===== src/rtl/bin_bcd_ctrl.sv =====
// Handshaked 32-bit binary to 8-digit BCD converter (one double-dabble step per clock)
// with a multiplexed, leading-zero-blanked seven-segment digit scan.
module bin_bcd_ctrl #(
   parameter int BIN_W    = 32,
   parameter int DIGITS   = 8,
   parameter int SCAN_DIV = 50000
) (
   input  logic                  clk,
   input  logic                  rst,
   input  logic                  start,
   input  logic [BIN_W-1:0]      bin,
   output logic                  ready,
   output logic                  busy,
   output logic                  done,
   output logic [4*DIGITS-1:0]   bcd,
   output logic                  overflow,
   output logic [3:0]            seg_digit,
   output logic [DIGITS-1:0]     an,
   output logic                  dbg_state
);

   localparam int RES_W = 4 * DIGITS;
   localparam int CNT_W = (BIN_W > 1) ? $clog2(BIN_W) : 1;
   localparam int PW    = (SCAN_DIV > 1) ? $clog2(SCAN_DIV) : 1;
   localparam int IDX_W = (DIGITS > 1) ? $clog2(DIGITS) : 1;

   localparam logic [CNT_W-1:0] CNT_LAST = CNT_W'(BIN_W - 1);
   localparam logic [PW-1:0]    PMAX     = PW'(SCAN_DIV - 1);
   localparam logic [IDX_W-1:0] IDX_LAST = IDX_W'(DIGITS - 1);
   localparam logic [RES_W-1:0] SAT      = {DIGITS{4'h9}};

   typedef enum logic {
      IDLE  = 1'b0,
      SHIFT = 1'b1
   } state_t;

   state_t state, state_nxt;

   logic [BIN_W-1:0] shreg;
   logic [RES_W-1:0] scratch;
   logic             ovf_acc;
   logic [CNT_W-1:0] cnt;
   logic             last_step;

   logic [RES_W-1:0] adj;
   logic [RES_W-1:0] step_scr;
   logic [BIN_W-1:0] step_shreg;
   logic             step_out;
   logic             step_ovf;

   logic [PW-1:0]    presc;
   logic             presc_wrap;
   logic [IDX_W-1:0] idx;
   logic [DIGITS-1:0] upper_zero;
   logic             zero_run;
   logic             blank;

   assign last_step = (cnt == CNT_LAST);

   // ---------------- FSM: state register ----------------
   always_ff @(posedge clk or posedge rst) begin
      if (rst) begin
         state <= IDLE;
      end else begin
         state <= state_nxt;
      end
   end

   // ---------------- FSM: next state ----------------
   always_comb begin
      state_nxt = state;
      case (state)
         IDLE:    if (start)     state_nxt = SHIFT;
         SHIFT:   if (last_step) state_nxt = IDLE;
         default: state_nxt = IDLE;
      endcase
   end

   // ---------------- FSM: outputs ----------------
   always_comb begin
      ready     = (state == IDLE);
      busy      = (state == SHIFT);
      dbg_state = state;
   end

   // One conversion step: add-3 on every nibble >= 5 (no inter-nibble carry), then shift.
   always_comb begin
      adj = scratch;
      for (int k = 0; k < DIGITS; k++) begin
         if (scratch[4*k +: 4] >= 4'd5) begin
            adj[4*k +: 4] = scratch[4*k +: 4] + 4'd3;
         end
      end
      {step_out, step_scr, step_shreg} = {adj, shreg, 1'b0};
      step_ovf = ovf_acc | step_out;
   end

   // Result registers only change on the final step, so the display never shows partials.
   always_ff @(posedge clk or posedge rst) begin
      if (rst) begin
         shreg    <= '0;
         scratch  <= '0;
         ovf_acc  <= 1'b0;
         cnt      <= '0;
         bcd      <= '0;
         overflow <= 1'b0;
         done     <= 1'b0;
      end else begin
         done <= 1'b0;
         if (state == IDLE) begin
            if (start) begin
               shreg   <= bin;
               scratch <= '0;
               ovf_acc <= 1'b0;
               cnt     <= '0;
            end
         end else begin
            shreg   <= step_shreg;
            scratch <= step_scr;
            ovf_acc <= step_ovf;
            cnt     <= cnt + 1'b1;
            if (last_step) begin
               bcd      <= step_ovf ? SAT : step_scr;
               overflow <= step_ovf;
               done     <= 1'b1;
            end
         end
      end
   end

   // ---------------- Scan prescaler and digit index ----------------
   assign presc_wrap = (presc == PMAX);

   always_ff @(posedge clk or posedge rst) begin
      if (rst) begin
         presc <= '0;
         idx   <= '0;
      end else if (presc_wrap) begin
         presc <= '0;
         idx   <= (idx == IDX_LAST) ? '0 : idx + 1'b1;
      end else begin
         presc <= presc + 1'b1;
      end
   end

   // upper_zero[k] is set when digits k..DIGITS-1 are all zero.
   always_comb begin
      zero_run   = 1'b1;
      upper_zero = '0;
      for (int k = DIGITS - 1; k >= 0; k--) begin
         zero_run      = zero_run & (bcd[4*k +: 4] == 4'd0);
         upper_zero[k] = zero_run;
      end
      blank = (idx != '0) && upper_zero[idx];
   end

   always_comb begin
      seg_digit = blank ? 4'd0 : bcd[4*idx +: 4];
      an        = blank ? '1 : ~(DIGITS'(1) << idx);
   end

endmodule


===== config.mk =====
export PLATFORM = sky130hd
export DESIGN_NAME = bin_bcd_ctrl
export DESIGN_NICKNAME = d
export VERILOG_FILES = /design/src/rtl/bin_bcd_ctrl.sv
export SDC_FILE = /design/constraint.sdc
export NUM_CORES = 1
export LEC_CHECK = 0
export CAP_MARGIN = 20
export CORE_ASPECT_RATIO = 1.5
export CORE_MARGIN = 4
export CORE_UTILIZATION = 40
export CTS_CLUSTER_SIZE = 25
export DETAILED_ROUTE_END_ITERATION = 16
export PLACE_DENSITY = 0.72
export SKIP_CTS_REPAIR_TIMING = 1
export SLEW_MARGIN = 10
export SYNTH_ARGS = -nofsm -noshare
export SYNTH_HDL_FRONTEND = slang
export SYNTH_SLANG_ARGS = --single-unit
export TNS_END_PERCENT = 1

===== constraint.sdc =====
create_clock -name clk -period 4.9 [get_ports clk]
set_input_delay 0.98 -clock clk [delete_from_list [all_inputs] [get_ports clk]]
set_output_delay 0.98 -clock clk [all_outputs]
set_load 0.02 [all_outputs]

-- Word level (Yosys, flattened, before mapping)
Index checks and enable logic that the tools add are counted.
- multiplexer cells: 28
- magnitude comparators: 9
- bitwise gates (word level): 10
- shift-type cells: 2
- add/subtract/negate cells: 11
- equality and inequality tests: 3
- reduce and logical (&&, ||, !) cells: 12
- operator list (operator ; number):
    $mux 32 ; 5
    $mux 4 ; 9
    $add 4x2->4 const B ; 8
    $ge 4x3->1 const B ; 8
    $logic_not 4->1 ; 8
    $shiftx 32x6->4 ; 1
    $add 16x1->16 const B ; 1
    $eq 16x16->1 const B ; 1
    $mux 16 ; 1
    $mux 5 ; 2
    $mux 8 ; 1
    $not 8->8 ; 1
    $shl 1x3->8 const A ; 1
    $and 1x1->1 ; 7
    $mux 1 ; 7
    $add 5x1->5 const B ; 1
    $eq 5x5->1 const B ; 1
    $lt 3x4->1 const B ; 1
    $add 3x1->3 const B ; 1
    $bmux 1 s3 ; 1
    $eq 3x3->1 const B ; 1
    $mux 3 ; 1
    $reduce_bool 3->1 ; 1
    $pmux 1 s2 ; 1
    other kinds (5) ; 5
- bits in registers: 124
- output and inout bits: 49
- logic and storage cells: 85

-- Logic depth before layout (Yosys ltp)
Gate-level depths: netlist (run 1).
- word-level depth: 12
- mapped depth: 8

-- Worst setup path after synthesis (run 1)
Ideal clock, no wire load.
- path kind: register -> output
- start point: reg idx[1]
- end point: out an[3]
- arrival: 2.057 ns
- buffers on the path: 1
- path slack: 1.863 ns
- cell stages (with the launch flop): 8
- cells stage by stage: dfrtp_1 > buf_1 > inv_1 > ha_1 > nor3_1 > nand3_1 > o41a_1 > o21ai_1
- word-level cells in the longest chain between the ends: 4
- ends and longest elaborated chain (what ; line ; source):
    start, declared ; 53 ; logic [IDX_W-1:0] idx;
    start signal, assigned ; 140 ; idx <= (idx == IDX_LAST) ? '0 : idx + 1'b1;
    $bmux 1 s3 ; 154 ; blank = (idx != '0) && upper_zero[idx];
    $mux 1 (not written as such) ; 154 ;
    $logic_and 1x1->1 ; 154 ;
    $mux 8 * ; 159 ; an = blank ? '1 : ~(DIGITS'(1) << idx);
    end, declared ; 18 ; output logic [DIGITS-1:0] an,
Mark *: on every way between the ends. The rest lies on a longest branch, timed or not. The select of a mux whose other input is x is not followed.

-- Final worst setup path (run 1)
- start point: reg idx[0]
- end point: out an[7]
Same word-level chain as after synthesis.

==> metrics.md, run 1 <==
| Metric | Value |
|---|---|
| Slowest cell on crit path | `dfrtp_1` |
| Hold depth | `2` |
| Commonest cells in the netlist | `dfrtp_1 (124), nand2_1 (104), o21ai_0 (43), mux2i_1 (34)` |
| Compound-Gate Fraction of Synth Area | `~14%` |
| Post-route ant nets | `0` |
| Main area contributors after synthesis | `dfrtp_1 (49%), nand2_1 (6.2%), mux2i_1 (5.4%), ha_1 (4.9%), o21ai_0 (3.4%)` |
| CP endpoint kind | `output pin` |
| Worst vdd ir | `0.000242 V` |
| Largest family of logic cells by synthesized area | `simple AND/OR/NAND/NOR gates` |
| Pins Over Slew Limit | `0` |
| Critical path startpoint category | `register` |
| Fillers | `1418` |
| Drt drc | `0` |
| CTS H-tree depth | `4` |
| CP delay by family, top | `buffers and inverters` |
| Syn_area_per_cell | `10.1 sq um` |
| Dominant cell type by area after synthesis | `dfrtp_1` |
| FF/Latch Area | `0.00310 sq mm` |
| Final Cell Area | `roughly 0.0079 sq mm` |
| PD cells | `between 500 and 600 mW/mm^2` |
| R2R Path Start | `busy$_DFF_PP0_` |
| Nets | `758` |
| Dominant synthesized flop cell | `dfrtp_1` |
| Run status | `finished, final reports clean` |
| R2R depth | `4` |
| Share of layout cells above drive strength 1 | `10.1%` |
| Wire per inst | `16.7 um` |
| N_diodes | `0` |
| Ports | `84` |
| Setup TNS | `0 ps` |
| Clock tree root driver cell | `clkbuf_16` |
| Post-placement cell area | `about 0.0073 sq mm` |
| DR vias | `4968` |
| Rows | `56` |
| Flops & latches, synth | `124` |
| Fmax | `239 MHz` |
| Maxcap violations | `0` |
| Die X | `roughly 110 um` |
| Top-count cell post-synth | `dfrtp_1` |
| Final worst slack | `711 ps` |
| First-pass DRT Iterations | `4` |
| Critical setup path kind | `reg2out` |
| Core Box Area | `0.0156 sq mm` |
| Post-Route WL | `15200 um` |
| Global-route wire length before repair | `25600 um` |
| Crit path arrival time | `between 3000 and 4000 ps` |
| Ys Warns | `0` |
| CTS tree | `built` |
| Sequential area share after synthesis | `49.1%` |
| GRT Residual Overflow | `0` |
| Post-synthesis adder-cell area fraction | `4.95%` |
| Mux contribution to synthesized area | `9.66%` |
| Critical Path Max Stage Delay | `790 ps` |
| IO Port Bufs | `83` |
| Initial antenna violation count | `0` |
| Ys async rst share | `100%` |
| Final period util | `85.5%` |
| Clk slew on worst S/H paths | `60 ps` |
| Netlist area before placement | `0.00632 sq mm` |
| Slew @ Worst Pin | `between 1000 and 1500 ps` |
| Area of the multi-input gates | `0.00297 sq mm` |
| Die Y | `around 160 um` |
| HP Start | `shreg[8]$_DFFE_PP0P_` |
| Post-synth EDFFs | `0` |
| Reg2reg setup slack | `2360 ps` |
| Worst Path Required | `3920 ps` |
| Syn_nets | `686` |
| Number of global-route vias before repair | `5203` |
| RSZ-0062 raised after global routing | `false` |
| Detailed Place HPWL | `10800 um` |
| Tightest Hold Check Type | `reg2reg` |
| Die area | `0.0179 sq mm` |
| Synth Area in Simple Gates | `about 15%` |
| Hold Crit Endpoint | `shreg[9]$_DFFE_PP0P_` |
| P_leak | `approximately 3.3 nW` |
| CTS Buf Count | `17` |
| CTS Buffer Depth | `2` |
| Rel. slew slack | `a little under a third` |
| Clock tree sinks | `124` |
| Worst-path fanout max | `15` |
| Clk Latency, worst-skew pair | `around 420 ps` |
| Largest net degree at the start of global routing | `74` |
| Hold Vio Cnt, Final | `0` |
| Reg2reg end | `bcd[7]$_DFFE_PP0P_` |
| Worst Skew | `11.0 ps` |
| Initial core utilization | `40.6%` |
| Total GRT Usage | `roughly 18%` |
| Synth unique cells | `45` |
| Synth-to-layout area growth | `24.3%` |
| Final period demand of the worst path | `between 4000 and 5000 ps` |
| Gpl congestion | `0.835` |
| Via density | `~5.4` |
| Iteration-0 DRC Markers | `326` |
| Crit-path cells | `inv_1 > ha_1 > nor3_1 > nand3_1 > o41a_1 > o21ai_1 > clkdlybuf4s50_1` |
| Yosys top cell area share | `49.1%` |
| Cells after synthesis | `around 630` |
| Place WS | `1150 ps` |
| XOR/XNOR share of the synthesized area | `3.05%` |
| Count of final setup violators | `0` |
| CP Buf/Inv Count | `2` |
[cell type report]
class | instances | area share (%)
flip-flops and latches | 124 | 39.5
clock buffers | 18 | 5.46
multi-input cells | 442 | 37.8
inverters | 24 | 1.18
clock inverters | 14 | 1.74
repair buffers | 89 | 11.1
well taps | 203 | 3.23
[state kept, by name (all words and copies together) (netlist names), 3 cells and up]
signal   cells
bcd         32
cnt          5
idx          3
presc       16
scratch     32
shreg       32
[power breakdown]
group / internal, mW / switching (mW) / total (mW)
Sequential: 1.30 / 0.255 / 1.55
Combinational: 0.565 / 0.696 / 1.26
Clock: 0.708 / 0.493 / 1.20
[kinds of logic (layout without fill, tap and decap cells)]
| family | after synthesis | after routing |
|---|---|---|
| muxes | 50 | 50 |
| xor gates and xnor gates | 22 | 22 |
| buffers and inverters | 60 | 145 |
| AOI/OAI and AO/OA | 147 | 147 |
| adders and majority gates | 25 | 25 |
| and+or+nand+nor | 198 | 198 |
| DFF | 124 | 124 |
[worst register-to-register path, cell delays in order (launching register included)]
cell	delay, ps
dfrtp_2	1040
nand2_1	110
buf_4	310
inv_1	730
a31oi_1	190
[layer usage]
layer,routed length (um),vias to the layer above,track usage (%)
met3,699,30,5.26
met2,7830,137,30.3
li1,-,2376,-
met5,0,-,0
met4,557,0,8.29
met1,6150,2425,19.9
[layout by cell type, fill, tap and decap left out, types with 3 or more instances in the layout]
cell             netlist  routed
a21oi_1               27      27
a31o_2                 3       3
a31oi_1               15      15
and3_1                 4       4
and4_1                 4       4
buf_4                  3       6
clkbuf_16              0      17
clkdlybuf4s50_1        0      82
clkinvlp_4             0       4
dfrtp_1              124     123
ha_1                  25      25
inv_1                 23      22
inv_6                  0       4
mux2_2                 8       8
mux2i_1               34      34
mux4_2                 8       8
nand2_1              104     104
nand2b_1               8       8
nand3_1               11      11
nand4_1                4       4
nor2_1                32      32
nor3b_1               16      16
nor4_1                 5       5
o21ai_0               43      43
o21ai_1                3       3
o22ai_1               32      32
o31ai_1               11      11
o31ai_2                6       6
xnor2_1               17      17
xor2_1                 5       5
[through the flow]
stage	std cells	hold WS, ps	power (mW)	utilization (%)
after detailed placement	882	472	2.83	46.9
after floorplan	626	439	2.47	-
final	914	482	4.02	50.5
after global routing	914	500	4.29	50.5
after global placement	882	460	2.71	46.9
after CTS	914	483	4.05	50.5
[worst max-delay path by stage]
| stage | from | to | slack, ps | cells after the start |
|---|---|---|---|---|
| 5_1_grt | idx[0]$_DFFE_PP0N_ | an[7] | 460 | 7 |
| 3_3_place_gp | idx[0]$_DFFE_PP0N_ | an[7] | 1280 | 7 |
| 2_1_floorplan | rst | bcd[0]$_DFFE_PP0P_ | 620 | 1 |
| 3_5_place_dp | idx[0]$_DFFE_PP0N_ | an[3] | 1150 | 7 |
| 6_report | idx[0]$_DFFE_PP0N_ | an[7] | 710 | 7 |
| 4_1_cts | idx[0]$_DFFE_PP0N_ | an[3] | 680 | 7 |
(Power assumes the default switching activity.)
==> inputs of run 2 (changes only) <==
- CAP_MARGIN: 20 -> 25
- DONT_BUFFER_PORTS: unset -> 1
- PLACE_DENSITY: 0.72 -> 0.65
- SKIP_LAST_GASP: unset -> 1
==> run 2 against run 1 <==
Compared with the run above:
- sequential share of layout area is 4.5 points higher
- total power fell by 1.7%
- highest routed layer unchanged
- cell count decreased by 9.0%
- design area decreased by 10%
- largest cell class unchanged
- worst setup slack gained 400 ps
==> metrics.md, run 2 (synthesis results as in run 1) <==
| Metric | Value |
|---|---|
| Post-placement cell count | `799 (-9.4%)` |
| RSZ-0062 raised after global routing | `false` |
| CTS tree | `built` |
| Count of non-filler cells in the finished layout | `832 (-9.0%)` |
| HP Start | `shreg[30]$_DFFE_PP0P_` |
| Wire per inst | `17.6 um (+5.8%)` |
| Critical path startpoint category | `register` |
| Critical setup path kind | `reg2out` |
| Final period util | `77.3% (-8.2 points)` |
| Hold Crit Endpoint | `shreg[31]$_DFFE_PP0P_` |
| Biggest regs | `bcd (32), scratch (32), shreg (32)` |
| Die Y | `162 um (unchanged)` |
| IO Port Bufs | `0 (-100%)` |
| Synth-to-layout area growth | `11.7%` |
| Total Power | `3.95 mW (-1.7%)` |
| Fmax | `264 MHz (+11%)` |
| Largest net degree at the start of global routing | `72 (-2.7%)` |
| Setup TNS | `0 ps (unchanged)` |
| Count of final setup violators | `0 (unchanged)` |
| CP delay by family, top | `compound AO/OA/AOI/OAI gates` |
| Worst-path fanout max | `15 (unchanged)` |
| Share of layout cells above drive strength 1 | `11.4% (+1.3 points)` |
| Final period demand of the worst path | `3790 ps (-401 ps)` |
| CTS Buf Count | `17 (unchanged)` |
| Fillers | `1453 (+2.5%)` |
| Via density | `5.57 (+2.5%)` |
| CP endpoint kind | `output pin` |
| Tightest Hold Check Type | `reg2reg` |
| Clock tree root driver cell | `clkbuf_16` |
| CTS Buffer Depth | `2 (unchanged)` |
| Hold Vio Cnt, Final | `0 (unchanged)` |
| Slowest cell on crit path | `dfrtp_1` |
| Worst vdd ir | `0.000252 V (+4.0%)` |
| Ports | `84 (unchanged)` |
| Total GRT Usage | `17.0% (-0.56 points)` |
| Run status | `finished, final reports clean` |
| Global-route wire length before repair | `24600 um (-3.6%)` |
| Pins Over Slew Limit | `0 (unchanged)` |
| Initial antenna violation count | `0 (unchanged)` |
| Rel. slew slack | `46.0% (+15 points)` |
| Core Box Area | `0.0156 sq mm (unchanged)` |
| Rows | `56 (unchanged)` |
| Initial core utilization | `40.6% (unchanged)` |
| Die area | `0.0179 sq mm (unchanged)` |
| Iteration-0 DRC Markers | `252 (-23%)` |
| Slew @ Worst Pin | `809 ps (-228 ps)` |
| FF/Latch Area | `0.00310 sq mm (unchanged)` |
| DR vias | `4635 (-6.7%)` |
| R2R Path Start | `cnt[0]$_DFFE_PP0P_` |
| Hold depth | `2 (unchanged)` |
| Reg2reg end | `bcd[8]$_DFFE_PP0P_` |
| Clk Latency, worst-skew pair | `410 ps (about the same)` |
| Crit-path cells | `inv_1 > ha_1 > nor3_1 > nand3_1 > o41a_1 > o21ai_1` |
| R2R depth | `9 (+5)` |
| Area of the multi-input gates | `0.00297 sq mm (unchanged)` |
| Worst Path Required | `3920 ps (about the same)` |
| Critical Path Max Stage Delay | `800 ps (about the same)` |
| Worst Skew | `5.12 ps (-5.84 ps)` |
| GRT Residual Overflow | `0 (unchanged)` |
| Clk slew on worst S/H paths | `60 ps (about the same)` |
| Detailed Place HPWL | `10200 um (-6.1%)` |
| Gpl congestion | `0.844 (+0.99%)` |
| Number of global-route vias before repair | `4824 (-7.3%)` |
| Maxcap violations | `0 (unchanged)` |
| First-pass DRT Iterations | `4 (unchanged)` |
| Drt drc | `0 (unchanged)` |
| Commonest non-fill, non-tap cell in the layout | `dfrtp_1` |
| Clock tree sinks | `124 (unchanged)` |
| Most frequent cells in the layout | `dfrtp_1 (123), nand2_1 (104), o21ai_0 (43)` |
| Post-route ant nets | `0 (unchanged)` |
| PD cells | `559 mW/mm^2 (+9.4%)` |
| Nets | `676 (-11%)` |
| Post-Route WL | `14700 um (-3.7%)` |
| Die X | `111 um (unchanged)` |
| CTS H-tree depth | `4 (unchanged)` |
| N_diodes | `0 (unchanged)` |
| P_leak | `2.96 nW (-9.7%)` |
| CP Buf/Inv Count | `1 (-1)` |
| Reg2reg setup slack | `2590 ps (+230 ps)` |
| Crit path arrival time | `2810 ps (-400 ps)` |
## run 2: per-layer routing
metal | track usage (%) | routed length, um | vias to the layer above | share of wire (%)
met3 | 5.26 | 779 | 32 | 5.3
met5 | 0 | 0 | - | 0
met1 | 19.5 | 5850 | 2275 | 40
li1 | - | - | 2208 | -
met2 | 29.3 | 7660 | 120 | 52
met4 | 7.28 | 378 | 0 | 2.6
## run 2: worst max-delay path by stage
stage	from	end	cells after the start
after floorplan	rst	bcd[0]$_DFFE_PP0P_	1
after CTS	idx[0]$_DFFE_PP0N_	an[7]	6
final	idx[0]$_DFFE_PP0N_	an[7]	6
after global placement	idx[0]$_DFFE_PP0N_	an[3]	6
after global routing	idx[0]$_DFFE_PP0N_	an[7]	6
after detailed placement	idx[0]$_DFFE_PP0N_	an[7]	6
## run 2: through the flow
| stage | utilization (%) | setup WS [ps] | instance area (sq um) | hold slack [ps] |
|---|---|---|---|---|
| 4_1_cts | 45.2 | 1080 | 7030 | 488 |
| 3_5_place_dp | 41.5 | 1560 | 6460 | 467 |
| 6_report | 45.4 | 1110 | 7060 | 485 |
| 5_1_grt | 45.4 | 822 | 7060 | 516 |
| 2_1_floorplan | - | 621 | 6320 | 439 |
| 3_3_place_gp | 41.5 | 1620 | 6460 | 459 |
## run 2: report_power, final
group	internal (mW)	switching (mW)	leakage (nW)
combinational	0.520	0.672	1.16
sequential	1.30	0.251	1.53
clock	0.707	0.499	0.266
## run 2: worst reg2reg max path: cells and delay by family (launching register included)
family / cells / cell delay, ps
AOI/OAI and AO/OA: 1 / 50
adders and majority gates: 2 / 430
buffers and inverters: 3 / 940
DFF: 1 / 400
and+or+nand+nor: 3 / 380
## run 2: cell type report
type / count / area share (%)
flip-flops and latches: 124 / 44.0
multi-input cells: 442 / 42.0
clock buffers: 18 / 6.08
well taps: 203 / 3.60
clock inverters: 14 / 1.95
inverters: 24 / 1.31
repair buffers: 7 / 1.03
==> inputs of run 3 (changes only) <==
- PLACE_DENSITY: 0.65 -> 0.67
- clock period: 4.9 -> 3.3 ns (I/O delays scaled with it)
==> run 3 against run 2 <==
Compared with the run above:
- total power increased by 46%
- global-route usage is 0.28 points higher
- non-clock buffer count grew 2
- register-to-register slack got worse by 1400 ps
- core utilization fell by 0.072 points
- sequential cell count did not move
- cell count rose by 0.24%
==> metrics.md, run 3 (synthesis results as in run 1) <==
| Metric | Value |
|---|---|
| Critical path startpoint category | `register` |
| IO Port Bufs | `0 (unchanged)` |
| Wire per inst | `17.7 um (+0.34%)` |
| Clock tree root driver cell | `clkbuf_16` |
| Core Box Area | `0.0156 sq mm (unchanged)` |
| Rows | `56 (unchanged)` |
| Setup TNS | `0 ps (unchanged)` |
| Die Y | `162 um (unchanged)` |
| Nets | `678 (+0.30%)` |
| CP delay by family, top | `compound AO/OA/AOI/OAI gates` |
| Post-Route WL | `14800 um (+0.58%)` |
| Worst Path Required | `2640 ps (-1280 ps)` |
| Rel. slew slack | `48.9% (+2.9 points)` |
| Worst vdd ir | `0.000299 V (+19%)` |
| CTS tree | `built` |
| Share of layout cells above drive strength 1 | `11.7% (+0.28 points)` |
| Slowest cell on crit path | `dfrtp_1` |
| Fillers | `1505 (+3.6%)` |
| Largest net degree at the start of global routing | `125 (+74%)` |
| GRT Residual Overflow | `0 (unchanged)` |
| CP endpoint kind | `output pin` |
| Number of global-route vias before repair | `4977 (+3.2%)` |
| Clk Latency, worst-skew pair | `410 ps (about the same)` |
| Most frequent cells in the layout | `dfrtp_1 (123), nand2_1 (104), o21ai_0 (43)` |
| Via density | `5.62 (+0.79%)` |
| Global-route wire length before repair | `25200 um (+2.2%)` |
| Critical Path Max Stage Delay | `520 ps (-280 ps)` |
| Tightest Hold Check Type | `in2async` |
| Critical setup path kind | `reg2out` |
| Crit-path cells | `nor4_2 > nand3_1 > o41a_1 > o21ai_1` |
| Pins Over Slew Limit | `0 (unchanged)` |
| PD cells | `820 mW/mm^2 (+47%)` |
| Post-route ant nets | `0 (unchanged)` |
| Run status | `finished, final reports clean` |
| Count of final setup violators | `0 (unchanged)` |
| Biggest regs | `bcd (32), scratch (32), shreg (32)` |
| Drt drc | `0 (unchanged)` |
| CTS H-tree depth | `4 (unchanged)` |
| DR vias | `4683 (+1.0%)` |
| P_leak | `2.95 nW (-0.19%)` |
| Worst Skew | `8.71 ps (+3.59 ps)` |
| Min Hold Slack | `284 ps (-201 ps)` |
| Maxcap violations | `0 (unchanged)` |
| CTS Buf Count | `17 (unchanged)` |
| Initial antenna violation count | `0 (unchanged)` |
| Place WS | `585 ps (-972 ps)` |
| Die area | `0.0179 sq mm (unchanged)` |
| Detailed Place HPWL | `10300 um (+1.6%)` |
| Ports | `84 (unchanged)` |
| Commonest non-fill, non-tap cell in the layout | `dfrtp_1` |
| CTS Buffer Depth | `2 (unchanged)` |
| Initial core utilization | `40.6% (unchanged)` |
| CP Buf/Inv Count | `0 (-1)` |
| Clock tree sinks | `124 (unchanged)` |
| Final worst slack | `203 ps (-910 ps)` |
| Synth-to-layout area growth | `11.5%` |
| Iteration-0 DRC Markers | `281 (+12%)` |
| Total GRT Usage | `17.3% (+0.28 points)` |
| Gpl congestion | `0.821 (-2.7%)` |
| Total Power | `5.78 mW (+46%)` |
| Die X | `111 um (unchanged)` |
| Worst-path fanout max | `4 (-11)` |
| Slew @ Worst Pin | `766 ps (-43.1 ps)` |
| Crit path arrival time | `2440 ps (-370 ps)` |
| Fmax | `323 MHz` |
| N_diodes | `0 (unchanged)` |
| Final period demand of the worst path | `3100 ps` |
| Hold Vio Cnt, Final | `0 (unchanged)` |
| RSZ-0062 raised after global routing | `false` |
| Final period util | `93.8%` |
| First-pass DRT Iterations | `5 (+1)` |
| Clk slew on worst S/H paths | `60 ps (about the same)` |
[run 3: worst register-to-register path, delay by kind of cell (launching register included)]
family | cells | cell delay (ps)
compound gates | 1 | 70
fa+ha+maj | 2 | 420
buf+inv | 3 | 710
flops | 1 | 400
simple gates | 3 | 420
[run 3: path summary, 6_finish.rpt]
path	from	end	slack [ps]	cells after the start
setup / recovery	bcd[28]$_DFFE_PP0P_	an[3]	200	4
hold / removal	rst	shreg[19]$_DFFE_PP0P_	280	2
setup reg to reg	cnt[0]$_DFFE_PP0P_	bcd[0]$_DFFE_PP0P_	1150	9
hold reg to reg	presc[0]$_DFF_PP0_	presc[0]$_DFF_PP0_	480	1
max in group asynchronous	rst	busy$_DFF_PP0_	2480	2
min in group clk	start	scratch[23]$_DFFE_PP0P_	360	1
[run 3: cell type report]
| cell class | count | area (sq um) | share of cell area [%] |
|---|---|---|---|
| Sequential cell | 124 | 3100 | 44.1 |
| Multi-Input combinational cell | 442 | 2970 | 42.2 |
| Clock buffer | 22 | 474 | 6.73 |
| Tap cell | 203 | 254 | 3.61 |
| Inverter | 24 | 93.8 | 1.33 |
| Timing Repair Buffer | 9 | 80.1 | 1.14 |
| Clock inverter | 10 | 66.3 | 0.941 |
[run 3: report_power, final]
group          internal [mW]  leakage [nW]  total (mW)  switching (mW)
combinational          0.771          1.17        1.79            1.02
clock                   1.01         0.254        1.68           0.665
sequential              1.93          1.53        2.31           0.379
[run 3: routing by layer]
layer	track usage, %	routed length, um	part of all wire [%]	vias up
li1	-	-	-	2216
met1	19.1	5890	40	2338
met2	31.4	7880	53	114
met3	4.88	792	5.4	15
met4	6.50	192	1.3	0
met5	0	0	0	-
[run 3: through the flow]
stage / instances / util (%) / instance area, sq um
after floorplan: 626 / - / 6320
after global placement: 802 / 41.8 / 6500
after detailed placement: 802 / 41.8 / 6500
after CTS: 834 / 45.3 / 7040
after global routing: 834 / 45.3 / 7050
final: 834 / 45.3 / 7050
